File: src/rtl/icache_axi_refill_bridge_if.sv
// rtl/icache_axi_refill_bridge_if.sv - icache miss/return and AXI read channel bundle for the refill bridge
interface icache_axi_refill_bridge_if #(
    parameter int AddrWidth = 56,
    parameter int DataWidth = 64,
    parameter int LineWidth = 128,
    parameter int TidWidth  = 2,
    parameter int IdWidth   = 4
);
    logic                 req_valid_i;
    logic                 req_ready_o;
    logic [AddrWidth-1:0] req_paddr_i;
    logic                 req_nc_i;
    logic [TidWidth-1:0]  req_tid_i;

    logic                 rtrn_valid_o;
    logic [LineWidth-1:0] rtrn_data_o;
    logic [TidWidth-1:0]  rtrn_tid_o;
    logic                 rtrn_err_o;

    logic                 ar_valid_o;
    logic                 ar_ready_i;
    logic [AddrWidth-1:0] ar_addr_o;
    logic [7:0]           ar_len_o;
    logic [2:0]           ar_size_o;
    logic [1:0]           ar_burst_o;
    logic [IdWidth-1:0]   ar_id_o;

    logic                 r_valid_i;
    logic                 r_ready_o;
    logic [DataWidth-1:0] r_data_i;
    logic [IdWidth-1:0]   r_id_i;
    logic                 r_last_i;
    logic [1:0]           r_resp_i;

    // The bridge serves miss requests, so it takes the slave view of the bundle.
    modport slave (
        input  req_valid_i, req_paddr_i, req_nc_i, req_tid_i,
        input  ar_ready_i,
        input  r_valid_i, r_data_i, r_id_i, r_last_i, r_resp_i,
        output req_ready_o,
        output rtrn_valid_o, rtrn_data_o, rtrn_tid_o, rtrn_err_o,
        output ar_valid_o, ar_addr_o, ar_len_o, ar_size_o, ar_burst_o, ar_id_o,
        output r_ready_o
    );

    modport master (
        output req_valid_i, req_paddr_i, req_nc_i, req_tid_i,
        output ar_ready_i,
        output r_valid_i, r_data_i, r_id_i, r_last_i, r_resp_i,
        input  req_ready_o,
        input  rtrn_valid_o, rtrn_data_o, rtrn_tid_o, rtrn_err_o,
        input  ar_valid_o, ar_addr_o, ar_len_o, ar_size_o, ar_burst_o, ar_id_o,
        input  r_ready_o
    );
endinterface

File: src/rtl/icache_axi_refill_bridge.sv
// rtl/icache_axi_refill_bridge.sv - multi-outstanding icache line refill over an AXI4 read channel
module icache_axi_refill_bridge #(
    parameter int AddrWidth      = 56,
    parameter int DataWidth      = 64,
    parameter int LineWidth      = 128,
    parameter int TidWidth       = 2,
    parameter int IdWidth        = 4,
    parameter int NumOutstanding = 2
) (
    input  logic                      clk_i,
    input  logic                      rst_ni,
    icache_axi_refill_bridge_if.slave bus,
    output logic                      busy_o
);
    localparam int Beats    = LineWidth / DataWidth;
    localparam int CntWidth = (Beats > 1) ? $clog2(Beats) : 1;
    localparam int IdxWidth = (NumOutstanding > 1) ? $clog2(NumOutstanding) : 1;
    localparam int SizeVal  = $clog2(DataWidth / 8);
    localparam logic [AddrWidth-1:0] LineMask = AddrWidth'(LineWidth / 8 - 1);
    localparam logic [AddrWidth-1:0] BeatMask = AddrWidth'(DataWidth / 8 - 1);
    localparam logic [CntWidth-1:0]  LastCnt  = CntWidth'(Beats - 1);

    logic                      run_q;
    logic [NumOutstanding-1:0] ent_valid_q;
    logic [NumOutstanding-1:0] ent_nc_q;
    logic [NumOutstanding-1:0] ent_err_q;
    logic [TidWidth-1:0]       ent_tid_q [NumOutstanding];
    logic [CntWidth-1:0]       ent_cnt_q [NumOutstanding];
    logic [LineWidth-1:0]      ent_buf_q [NumOutstanding];

    logic                      ar_valid_q;
    logic [AddrWidth-1:0]      ar_addr_q;
    logic [7:0]                ar_len_q;
    logic [IdWidth-1:0]        ar_id_q;

    logic                      rtrn_valid_q;
    logic [LineWidth-1:0]      rtrn_data_q;
    logic [TidWidth-1:0]       rtrn_tid_q;
    logic                      rtrn_err_q;
    logic [IdxWidth-1:0]       rtrn_idx_q;

    logic [NumOutstanding-1:0] ent_free;
    logic [IdxWidth-1:0]       alloc_idx;
    logic                      req_ready;
    logic                      req_fire;
    logic [IdxWidth-1:0]       beat_idx;
    logic                      beat_hit;
    logic                      beat_err;
    logic [CntWidth-1:0]       beat_word;
    logic [LineWidth-1:0]      beat_line;

    // The entry whose return pulse is on the bus stays unallocatable for that cycle.
    always_comb begin
        ent_free = ~ent_valid_q;
        if (rtrn_valid_q) begin
            ent_free[rtrn_idx_q] = 1'b0;
        end
        alloc_idx = '0;
        for (int i = NumOutstanding - 1; i >= 0; i--) begin
            if (ent_free[i]) begin
                alloc_idx = IdxWidth'(i);
            end
        end
    end

    assign req_ready = run_q && !ar_valid_q && (|ent_free);
    assign req_fire  = bus.req_valid_i && req_ready;

    assign beat_idx = bus.r_id_i[IdxWidth-1:0];
    assign beat_hit = run_q && bus.r_valid_i && (32'(bus.r_id_i) < NumOutstanding)
                      && ent_valid_q[beat_idx];
    assign beat_err = (bus.r_resp_i == 2'b10) || (bus.r_resp_i == 2'b11);

    // Non-cacheable fetches are single-beat and always land in word 0.
    always_comb begin
        beat_word = ent_nc_q[beat_idx] ? '0 : ent_cnt_q[beat_idx];
        beat_line = ent_buf_q[beat_idx];
        beat_line[beat_word * DataWidth +: DataWidth] = bus.r_data_i;
    end

    always_ff @(posedge clk_i) begin
        if (!rst_ni) begin
            run_q        <= 1'b0;
            ent_valid_q  <= '0;
            ent_nc_q     <= '0;
            ent_err_q    <= '0;
            for (int i = 0; i < NumOutstanding; i++) begin
                ent_tid_q[i] <= '0;
                ent_cnt_q[i] <= '0;
                ent_buf_q[i] <= '0;
            end
            ar_valid_q   <= 1'b0;
            ar_addr_q    <= '0;
            ar_len_q     <= '0;
            ar_id_q      <= '0;
            rtrn_valid_q <= 1'b0;
            rtrn_data_q  <= '0;
            rtrn_tid_q   <= '0;
            rtrn_err_q   <= 1'b0;
            rtrn_idx_q   <= '0;
        end else begin
            run_q        <= 1'b1;
            rtrn_valid_q <= 1'b0;

            if (ar_valid_q && bus.ar_ready_i) begin
                ar_valid_q <= 1'b0;
                ar_addr_q  <= '0;
                ar_len_q   <= '0;
                ar_id_q    <= '0;
            end

            if (req_fire) begin
                ar_valid_q             <= 1'b1;
                ar_addr_q              <= bus.req_nc_i ? (bus.req_paddr_i & ~BeatMask)
                                                       : (bus.req_paddr_i & ~LineMask);
                ar_len_q               <= bus.req_nc_i ? 8'd0 : 8'(Beats - 1);
                ar_id_q                <= IdWidth'(alloc_idx);
                ent_valid_q[alloc_idx] <= 1'b1;
                ent_nc_q[alloc_idx]    <= bus.req_nc_i;
                ent_tid_q[alloc_idx]   <= bus.req_tid_i;
            end

            if (beat_hit) begin
                if (bus.r_last_i) begin
                    rtrn_valid_q          <= 1'b1;
                    rtrn_data_q           <= beat_line;
                    rtrn_tid_q            <= ent_tid_q[beat_idx];
                    rtrn_err_q            <= ent_err_q[beat_idx] | beat_err;
                    rtrn_idx_q            <= beat_idx;
                    ent_valid_q[beat_idx] <= 1'b0;
                    ent_err_q[beat_idx]   <= 1'b0;
                    ent_cnt_q[beat_idx]   <= '0;
                    ent_buf_q[beat_idx]   <= '0;
                end else begin
                    ent_buf_q[beat_idx]   <= beat_line;
                    ent_err_q[beat_idx]   <= ent_err_q[beat_idx] | beat_err;
                    ent_cnt_q[beat_idx]   <= (ent_cnt_q[beat_idx] == LastCnt) ? '0
                                             : ent_cnt_q[beat_idx] + 1'b1;
                end
            end
        end
    end

    assign bus.req_ready_o  = req_ready;
    assign bus.rtrn_valid_o = rtrn_valid_q;
    assign bus.rtrn_data_o  = rtrn_data_q;
    assign bus.rtrn_tid_o   = rtrn_tid_q;
    assign bus.rtrn_err_o   = rtrn_err_q;
    assign bus.ar_valid_o   = ar_valid_q;
    assign bus.ar_addr_o    = ar_addr_q;
    assign bus.ar_len_o     = ar_len_q;
    assign bus.ar_size_o    = run_q ? 3'(SizeVal) : 3'd0;
    assign bus.ar_burst_o   = run_q ? 2'b01 : 2'b00;
    assign bus.ar_id_o      = ar_id_q;
    assign bus.r_ready_o    = run_q;
    assign busy_o           = (|ent_valid_q) || ar_valid_q;
endmodule
File: src/flat_wrapper.sv
// flat-port wrapper written by rule: the top's interface ports become plain ports
module icache_axi_refill_bridge_flat 
#(
    parameter int AddrWidth      = 56,
    parameter int DataWidth      = 64,
    parameter int LineWidth      = 128,
    parameter int TidWidth       = 2,
    parameter int IdWidth        = 4,
    parameter int NumOutstanding = 2
)
  (clk_i, rst_ni, busy_o, bus_req_valid_i, bus_req_paddr_i, bus_req_nc_i, bus_req_tid_i, bus_ar_ready_i, bus_r_valid_i, bus_r_data_i, bus_r_id_i, bus_r_last_i, bus_r_resp_i, bus_req_ready_o, bus_rtrn_valid_o, bus_rtrn_data_o, bus_rtrn_tid_o, bus_rtrn_err_o, bus_ar_valid_o, bus_ar_addr_o, bus_ar_len_o, bus_ar_size_o, bus_ar_burst_o, bus_ar_id_o, bus_r_ready_o);
  icache_axi_refill_bridge_if #(.AddrWidth(AddrWidth), .DataWidth(DataWidth), .LineWidth(LineWidth), .TidWidth(TidWidth), .IdWidth(IdWidth)) bus_i ();
  input  logic clk_i;
  input  logic rst_ni;
  output logic busy_o;
  input wire logic [$bits(bus_i.req_valid_i)-1:0] bus_req_valid_i;
  input wire logic [$bits(bus_i.req_paddr_i)-1:0] bus_req_paddr_i;
  input wire logic [$bits(bus_i.req_nc_i)-1:0] bus_req_nc_i;
  input wire logic [$bits(bus_i.req_tid_i)-1:0] bus_req_tid_i;
  input wire logic [$bits(bus_i.ar_ready_i)-1:0] bus_ar_ready_i;
  input wire logic [$bits(bus_i.r_valid_i)-1:0] bus_r_valid_i;
  input wire logic [$bits(bus_i.r_data_i)-1:0] bus_r_data_i;
  input wire logic [$bits(bus_i.r_id_i)-1:0] bus_r_id_i;
  input wire logic [$bits(bus_i.r_last_i)-1:0] bus_r_last_i;
  input wire logic [$bits(bus_i.r_resp_i)-1:0] bus_r_resp_i;
  output wire logic [$bits(bus_i.req_ready_o)-1:0] bus_req_ready_o;
  output wire logic [$bits(bus_i.rtrn_valid_o)-1:0] bus_rtrn_valid_o;
  output wire logic [$bits(bus_i.rtrn_data_o)-1:0] bus_rtrn_data_o;
  output wire logic [$bits(bus_i.rtrn_tid_o)-1:0] bus_rtrn_tid_o;
  output wire logic [$bits(bus_i.rtrn_err_o)-1:0] bus_rtrn_err_o;
  output wire logic [$bits(bus_i.ar_valid_o)-1:0] bus_ar_valid_o;
  output wire logic [$bits(bus_i.ar_addr_o)-1:0] bus_ar_addr_o;
  output wire logic [$bits(bus_i.ar_len_o)-1:0] bus_ar_len_o;
  output wire logic [$bits(bus_i.ar_size_o)-1:0] bus_ar_size_o;
  output wire logic [$bits(bus_i.ar_burst_o)-1:0] bus_ar_burst_o;
  output wire logic [$bits(bus_i.ar_id_o)-1:0] bus_ar_id_o;
  output wire logic [$bits(bus_i.r_ready_o)-1:0] bus_r_ready_o;
  assign bus_i.req_valid_i = bus_req_valid_i;
  assign bus_i.req_paddr_i = bus_req_paddr_i;
  assign bus_i.req_nc_i = bus_req_nc_i;
  assign bus_i.req_tid_i = bus_req_tid_i;
  assign bus_i.ar_ready_i = bus_ar_ready_i;
  assign bus_i.r_valid_i = bus_r_valid_i;
  assign bus_i.r_data_i = bus_r_data_i;
  assign bus_i.r_id_i = bus_r_id_i;
  assign bus_i.r_last_i = bus_r_last_i;
  assign bus_i.r_resp_i = bus_r_resp_i;
  assign bus_req_ready_o = bus_i.req_ready_o;
  assign bus_rtrn_valid_o = bus_i.rtrn_valid_o;
  assign bus_rtrn_data_o = bus_i.rtrn_data_o;
  assign bus_rtrn_tid_o = bus_i.rtrn_tid_o;
  assign bus_rtrn_err_o = bus_i.rtrn_err_o;
  assign bus_ar_valid_o = bus_i.ar_valid_o;
  assign bus_ar_addr_o = bus_i.ar_addr_o;
  assign bus_ar_len_o = bus_i.ar_len_o;
  assign bus_ar_size_o = bus_i.ar_size_o;
  assign bus_ar_burst_o = bus_i.ar_burst_o;
  assign bus_ar_id_o = bus_i.ar_id_o;
  assign bus_r_ready_o = bus_i.r_ready_o;
  icache_axi_refill_bridge #(.AddrWidth(AddrWidth), .DataWidth(DataWidth), .LineWidth(LineWidth), .TidWidth(TidWidth), .IdWidth(IdWidth), .NumOutstanding(NumOutstanding)) u_core (.clk_i(clk_i), .rst_ni(rst_ni), .bus(bus_i), .busy_o(busy_o));
endmodule
File: config.mk
export PLATFORM = sky130hd
export DESIGN_NAME = icache_axi_refill_bridge_flat
export DESIGN_NICKNAME = d
export VERILOG_FILES = /design/src/rtl/icache_axi_refill_bridge_if.sv /design/src/rtl/icache_axi_refill_bridge.sv /design/src/flat_wrapper.sv
export SDC_FILE = /design/constraint.sdc
export NUM_CORES = 1
export LEC_CHECK = 0
export BUFFER_PORTS_ARGS = -buffer_cell sky130_fd_sc_hd__buf_2
export CORE_MARGIN = 5
export CORE_UTILIZATION = 50
export DETAILED_ROUTE_END_ITERATION = 10
export GPL_ROUTABILITY_DRIVEN = 0
export GPL_TIMING_DRIVEN = 1
export PLACE_DENSITY = 0.75
export REMOVE_ABC_BUFFERS = 1
export SYNTH_ARGS = -nofsm -noshare
export SYNTH_HDL_FRONTEND = slang
export SYNTH_SLANG_ARGS = --single-unit
File: constraint.sdc
create_clock -name clk_i -period 5.75 [get_ports clk_i]
set_input_delay 0.8625 -clock clk_i [delete_from_list [all_inputs] [get_ports clk_i]]
set_output_delay 0.8625 -clock clk_i [all_outputs]
set_load 0.05 [all_outputs]
---- Yosys cells after proc, flatten, opt, wreduce, memory -nomap -nowiden ----
Memory sizes are Yosys's and may differ from the RTL's. A register that Yosys moved wholly into a read port is not among the register bits.
Cells that the tools add are included.
storage, ports and cells
  memories kept ........................... 3
  output and inout port bits .............. 209
  logic and storage cells ................. 120
  input bits .............................. 135
  register bits ........................... 204
  memory bits (writable) .................. 262
memory list
  memory            words  width  read ports  clocked after memory_dff  write ports  line                            RTL
  u_core.ent_buf_q  2      128    1           0                         2            icache_axi_refill_bridge.sv:29  logic [LineWidth-1:0] ent_buf_q [NumOutstanding];
  u_core.ent_tid_q  2      2      1           1                         2            icache_axi_refill_bridge.sv:27  logic [TidWidth-1:0] ent_tid_q [NumOutstanding];
  u_core.ent_cnt_q  2      1      1           0                         2            icache_axi_refill_bridge.sv:28  logic [CntWidth-1:0] ent_cnt_q [NumOutstanding];
operators by class
  multiplexer cells ....................... 61
  reductions and logical operators ........ 21
  shift-type cells ........................ 2
  bitwise gates (word level) .............. 10
  equal/unequal tests ..................... 2
  order comparisons ....................... 7
  add/sub/neg operators ................... 2
operators by type and width
  kind                                                      number
  two-way mux 128 bit                                       2
  bitwise mux 128 bit                                       1
  OR reduction 128 bit                                      1
  variable shift 64 x 34 -> 128 bit (first input constant)  1
  variable part select 64 x 34 -> 128 bit                   1
  two-way mux 56 bit                                        2
  two-way mux 1 bit                                         40
  negator 7 -> 34 bit                                       1
  two-way mux 2 bit                                         8
  two-way mux 8 bit                                         2
  logical AND 1 bit                                         10
  AND 2 bit                                                 3
  < comparator 1 x 2 -> 1 bit (second input constant)       3
  NOT 2 bit                                                 3
  OR reduction 2 bit                                        3
  bitwise mux 2 bit                                         2
  == test 2 bit (second input constant)                     2
  < comparator 4 x 2 -> 1 bit (second input constant)       1
  two-way mux 4 bit                                         1
  demux 1 bit (select 1 bit)                                3
  >= comparator 1 bit (second input constant)               3
  bitwise OR 1 bit                                          3
  zero test 1 bit                                           2
  logical OR 1 bit                                          2
  other kinds (5)                                           5

---- Longest topological paths before layout ----
  depth in word-level cells ............... 19
  depth in mapped cells ................... 8
  depth with buffers taken out ............ 4

---- Worst setup path after synthesis ----
OpenSTA, ideal clock, no wires.
  path type ............................... input -> register
  start ................................... in bus_r_id_i[3]
  end ..................................... mem u_core.ent_buf_q[0][0] (enable)
  path slack .............................. 0.301 ns
  required time ........................... 5.240 ns
  path buffers ............................ 0
  data arrival time ....................... 4.939 ns
  stages on the path ...................... 3
  library setup time ...................... 0.510 ns
  cells stage by stage .................... or3b_4 > nor4_1 > nand2b_1
RTL lines
  element          line                            RTL
  start, declared  flat_wrapper.sv:23              input wire logic [$bits(bus_i.r_id_i)-1:0] bus_r_id_i;
  end, declared    icache_axi_refill_bridge.sv:29

---- Worst setup path in the final report ----
  start ................................... reg u_core.ent_valid_q[1]
  end ..................................... reg u_core.rtrn_data_q[69] (netlist: u_core.bus.rtrn_data_o[69])
on the way
  cells in the longest elaborated chain, start to end .. 4
ends and longest elaborated chain
  element                                                line                             RTL
  start, declared                                        icache_axi_refill_bridge.sv:24   logic [NumOutstanding-1:0] ent_valid_q;
  start signal, assigned                                 icache_axi_refill_bridge.sv:84   ent_valid_q <= '0;
  start signal, assigned by index                        icache_axi_refill_bridge.sv:118  ent_valid_q[alloc_idx] <= 1'b1;
  start signal, assigned by index                        icache_axi_refill_bridge.sv:130  ent_valid_q[beat_idx] <= 1'b0;
  two-way mux 1 bit (implied by the code) (2 in series)  icache_axi_refill_bridge.sv:71   && ent_valid_q[beat_idx];
  logical AND 1 bit                                      icache_axi_refill_bridge.sv:71
  AND reduction 2 bit (no line)                          n/a
  end signal, assigned                                   icache_axi_refill_bridge.sv:126  rtrn_data_q <= beat_line;
  end, declared                                          icache_axi_refill_bridge.sv:37   logic [LineWidth-1:0] rtrn_data_q;
Every way passes these cells. The select of a mux whose other input is x is not followed.
A chain may end at the register's enable or synchronous reset.

==> results.sh <==
export IMPL_status="complete, no violations"
export IMPL_drt_vias_per_instance=5.50
export IMPL_fmax_ghz=0.301
export IMPL_numCtsBuffers=47
export IMPL_synth_compound_area_share_pct=6.51
export IMPL_final_max_slew_viol_count=0
export IMPL_synthAdderAreaFrac_pct=0
export IMPL_synth_cell_area_um2=20000
export IMPL_cp_max_fo=66
export IMPL_min_delay_start="u_core.bus.rtrn_data_o[95]$_SDFFE_PN0P_"
export IMPL_ys_warn_count=0
export IMPL_regToRegSetupSlack_ps=2430
export IMPL_synth_edff_count=260
export IMPL_crit_type="reg2reg"
export IMPL_syn_inst=1607
export IMPL_seq_area_frac_synth_pct=58.8
export IMPL_tightest_slew_ps=1050
export IMPL_routed_wl_um=47500
export IMPL_fin_crit_sh_pct=57.8
export IMPL_hold_viol_final=0
export IMPL_hold_slack_ps=451
export IMPL_p_per_area_nw_per_um2=304
export IMPL_fin_skew_ps=23.5
export IMPL_dr_total_vias=13400
export IMPL_synth_seq_cells=458
export IMPL_setup_violations=0
export IMPL_leakage_nw=8.99
export IMPL_grt_overflow=0
export IMPL_worstHoldPathType="reg2reg"
export IMPL_synthSimpleGateAreaFrac_pct=8.14
export IMPL_synth_xor_area_share_pct=0
export IMPL_dpl_hpwl_um=27300
export IMPL_fin_nets=2009
export IMPL_final_cell_mix="buf_2 (323), mux2i_1 (313), nor2_1 (264)"
export IMPL_worstSetupEndpointType="register"
export IMPL_ir_drop_uv=210
export IMPL_port_buffers=324
export IMPL_cts_setup_buffers=0
export IMPL_hold_buffers=0
export IMPL_cts_resized=0
export IMPL_rsz0062_at_grt="no"
export IMPL_power_mw=7.14
export IMPL_grt_total_usage_pct=20.8
export IMPL_syn_avg_cell_area_um2=12.5
export IMPL_cp_arrival_ps=3820
export IMPL_antenna_found_initial=2
export IMPL_drc_errors=0
export IMPL_crit_path_start="u_core.ent_valid_q[1]$_SDFF_PN0_"
export IMPL_drv_cap=0
export IMPL_synth_ff_type="edfxtp_1"
export IMPL_path_clk_slew_ps=60
export IMPL_synth_top_family_by_area="multiplexers"
export IMPL_syn2layout_area_growth_pct=17.2
export IMPL_initial_core_util_pct=50.5
export IMPL_cp_slowest_cell="nand3_4"
export IMPL_die_area_um2=44100
export IMPL_pin_count=344
export IMPL_final_common_cell="buf_2"
export IMPL_cts_htree_levels=2
export IMPL_crit_family="compound AO/OA/AOI/OAI gates"
export IMPL_cp_data_required_time_ps=6240
export IMPL_insertion_delay_ps=570
export IMPL_post_route_util_pct=59.2
export IMPL_cts_sinks=458
export IMPL_min_period_ps=3320
export IMPL_critPathLaunchType="register"
export IMPL_grt_max_degree=131
export IMPL_tritoncts="yes"
export IMPL_max_stage_delay_ps=860
export IMPL_dr_pass1_iters=6
export IMPL_wl_per_cell_um=19.5
export IMPL_placementRows=73
export IMPL_final_area_um2=23500
export IMPL_dieWidth_um=210
export IMPL_ant_nets=0
export IMPL_grt_pass1_vias=13900
export IMPL_yosys_cell_types_count=37
export IMPL_cp_cell_sequence="inv_1 -> a21boi_0 -> nand3_4 -> buf_4 -> o2bb2ai_1"
export IMPL_worst_slack_ps=2430
export IMPL_grt_pass1_wl_um=74200
export IMPL_r2r_start="u_core.ent_valid_q[1]$_SDFF_PN0_"
export IMPL_async_reset_ff_share_pct=0
export IMPL_clockBufferDepth=3
export IMPL_drive_above_1_share_pct=28.9
export IMPL_placed_area_um2=21900
export IMPL_worst_path_buf_inv=2
export IMPL_core_um2=39600
export IMPL_post_place_ws_ps=1840
export IMPL_drt_initial_drc_count=691
export IMPL_die_h_um=210
export IMPL_root_buffer="clkbuf_16"
export IMPL_muxShareOfSynthArea_pct=22.8
export IMPL_max_slew_margin_rel_pct=30.2
## Yosys cell counts, types with 2 or more instances
master | n | area, um^2
o21ai_0 | 3 | 15.0
nand3_1 | 5 | 25.0
inv_1 | 5 | 18.8
dfxtp_1 | 198 | 3960
mux2_2 | 128 | 1440
nand2b_1 | 8 | 50.1
edfxtp_1 | 260 | 7810
nand3b_1 | 2 | 15.0
buf_2 | 31 | 155
nor2b_1 | 5 | 31.3
nor3_1 | 2 | 10.0
and3_1 | 4 | 25.0
mux2i_1 | 313 | 3130
buf_6 | 12 | 135
buf_1 | 3 | 11.3
nor2_1 | 264 | 991
clkbuf_1 | 74 | 278
a21oi_1 | 7 | 35.0
a31oi_1 | 4 | 25.0
a211oi_1 | 4 | 30.0
o221a_2 | 2 | 22.5
buf_4 | 19 | 143
nand2_1 | 112 | 420
o2bb2ai_1 | 129 | 1130
## kinds of logic after synthesis
logic type | after synthesis
mux | 441
simple gates | 409
buf+inv | 144
compound gates | 154
other cells | 1
flops | 458
## flip-flops by register name, summed over array words and instances (netlist names)
register                 flops
u_core.ent_err_q             2
u_core.ent_valid_q           2
u_core.bus.rtrn_tid_o        2
u_core.bus.ar_id_o           1
u_core.bus.r_ready_o         1
u_core.bus.ar_len_o          1
u_core.bus.ar_valid_o        1
u_core.rtrn_idx_q            1
u_core.ent_cnt_q             2
u_core.ent_buf_q           256
u_core.bus.rtrn_valid_o      1
u_core.ent_nc_q              2
u_core.bus.ar_addr_o        53
u_core.ent_tid_q             4
u_core.bus.rtrn_err_o        1
u_core.bus.rtrn_data_o     128
## metrics by stage
stage               instances  TNS [ps]
floorplan                1482  -1609860
global placement         2350         0
detailed placement       2350         0
CTS                      2438         0
global route             2439         0
finish                   2440         0
## worst paths after layout
| check | to | cells after the start |
|---|---|---|
| worst max-delay path | u_core.bus.rtrn_data_o[69]$_SDFFE_PN0P_ | 5 |
| worst min-delay path | u_core.bus.rtrn_data_o[95]$_SDFFE_PN0P_ | 1 |
| worst max register to register | u_core.bus.rtrn_data_o[69]$_SDFFE_PN0P_ | 5 |
| worst min register to register | u_core.bus.rtrn_data_o[95]$_SDFFE_PN0P_ | 1 |
## per-layer routing
| metal | global-route usage (%) | part of all wire (%) |
|---|---|---|
| met3 | 5.55 | 7.4 |
| met5 | 0 | 0.015 |
| met2 | 36.5 | 49 |
| met1 | 25.6 | 41 |
| met4 | 5.63 | 2.4 |
## report_power, final
group / internal (mW) / switching (mW) / total (mW)
sequential: 3.54 / 0.0331 / 3.57
clock: 1.79 / 1.24 / 3.03
combinational: 0.177 / 0.354 / 0.530
total: 5.51 / 1.63 / 7.14
## area by class of cell
| type | instances | area (um^2) |
|---|---|---|
| Multi-Input combinational cell | 1019 | 7630 |
| Clock inverter | 13 | 135 |
| Sequential cell | 458 | 11800 |
| Inverter | 5 | 18.8 |
| Clock buffer | 75 | 1430 |
| Tap cell | 525 | 657 |
| Antenna cell | 2 | 5.00 |
| Fill cell | 3189 | 16200 |
| Timing Repair Buffer | 343 | 1820 |
No activity file was read; power rests on OpenSTA's default activity.
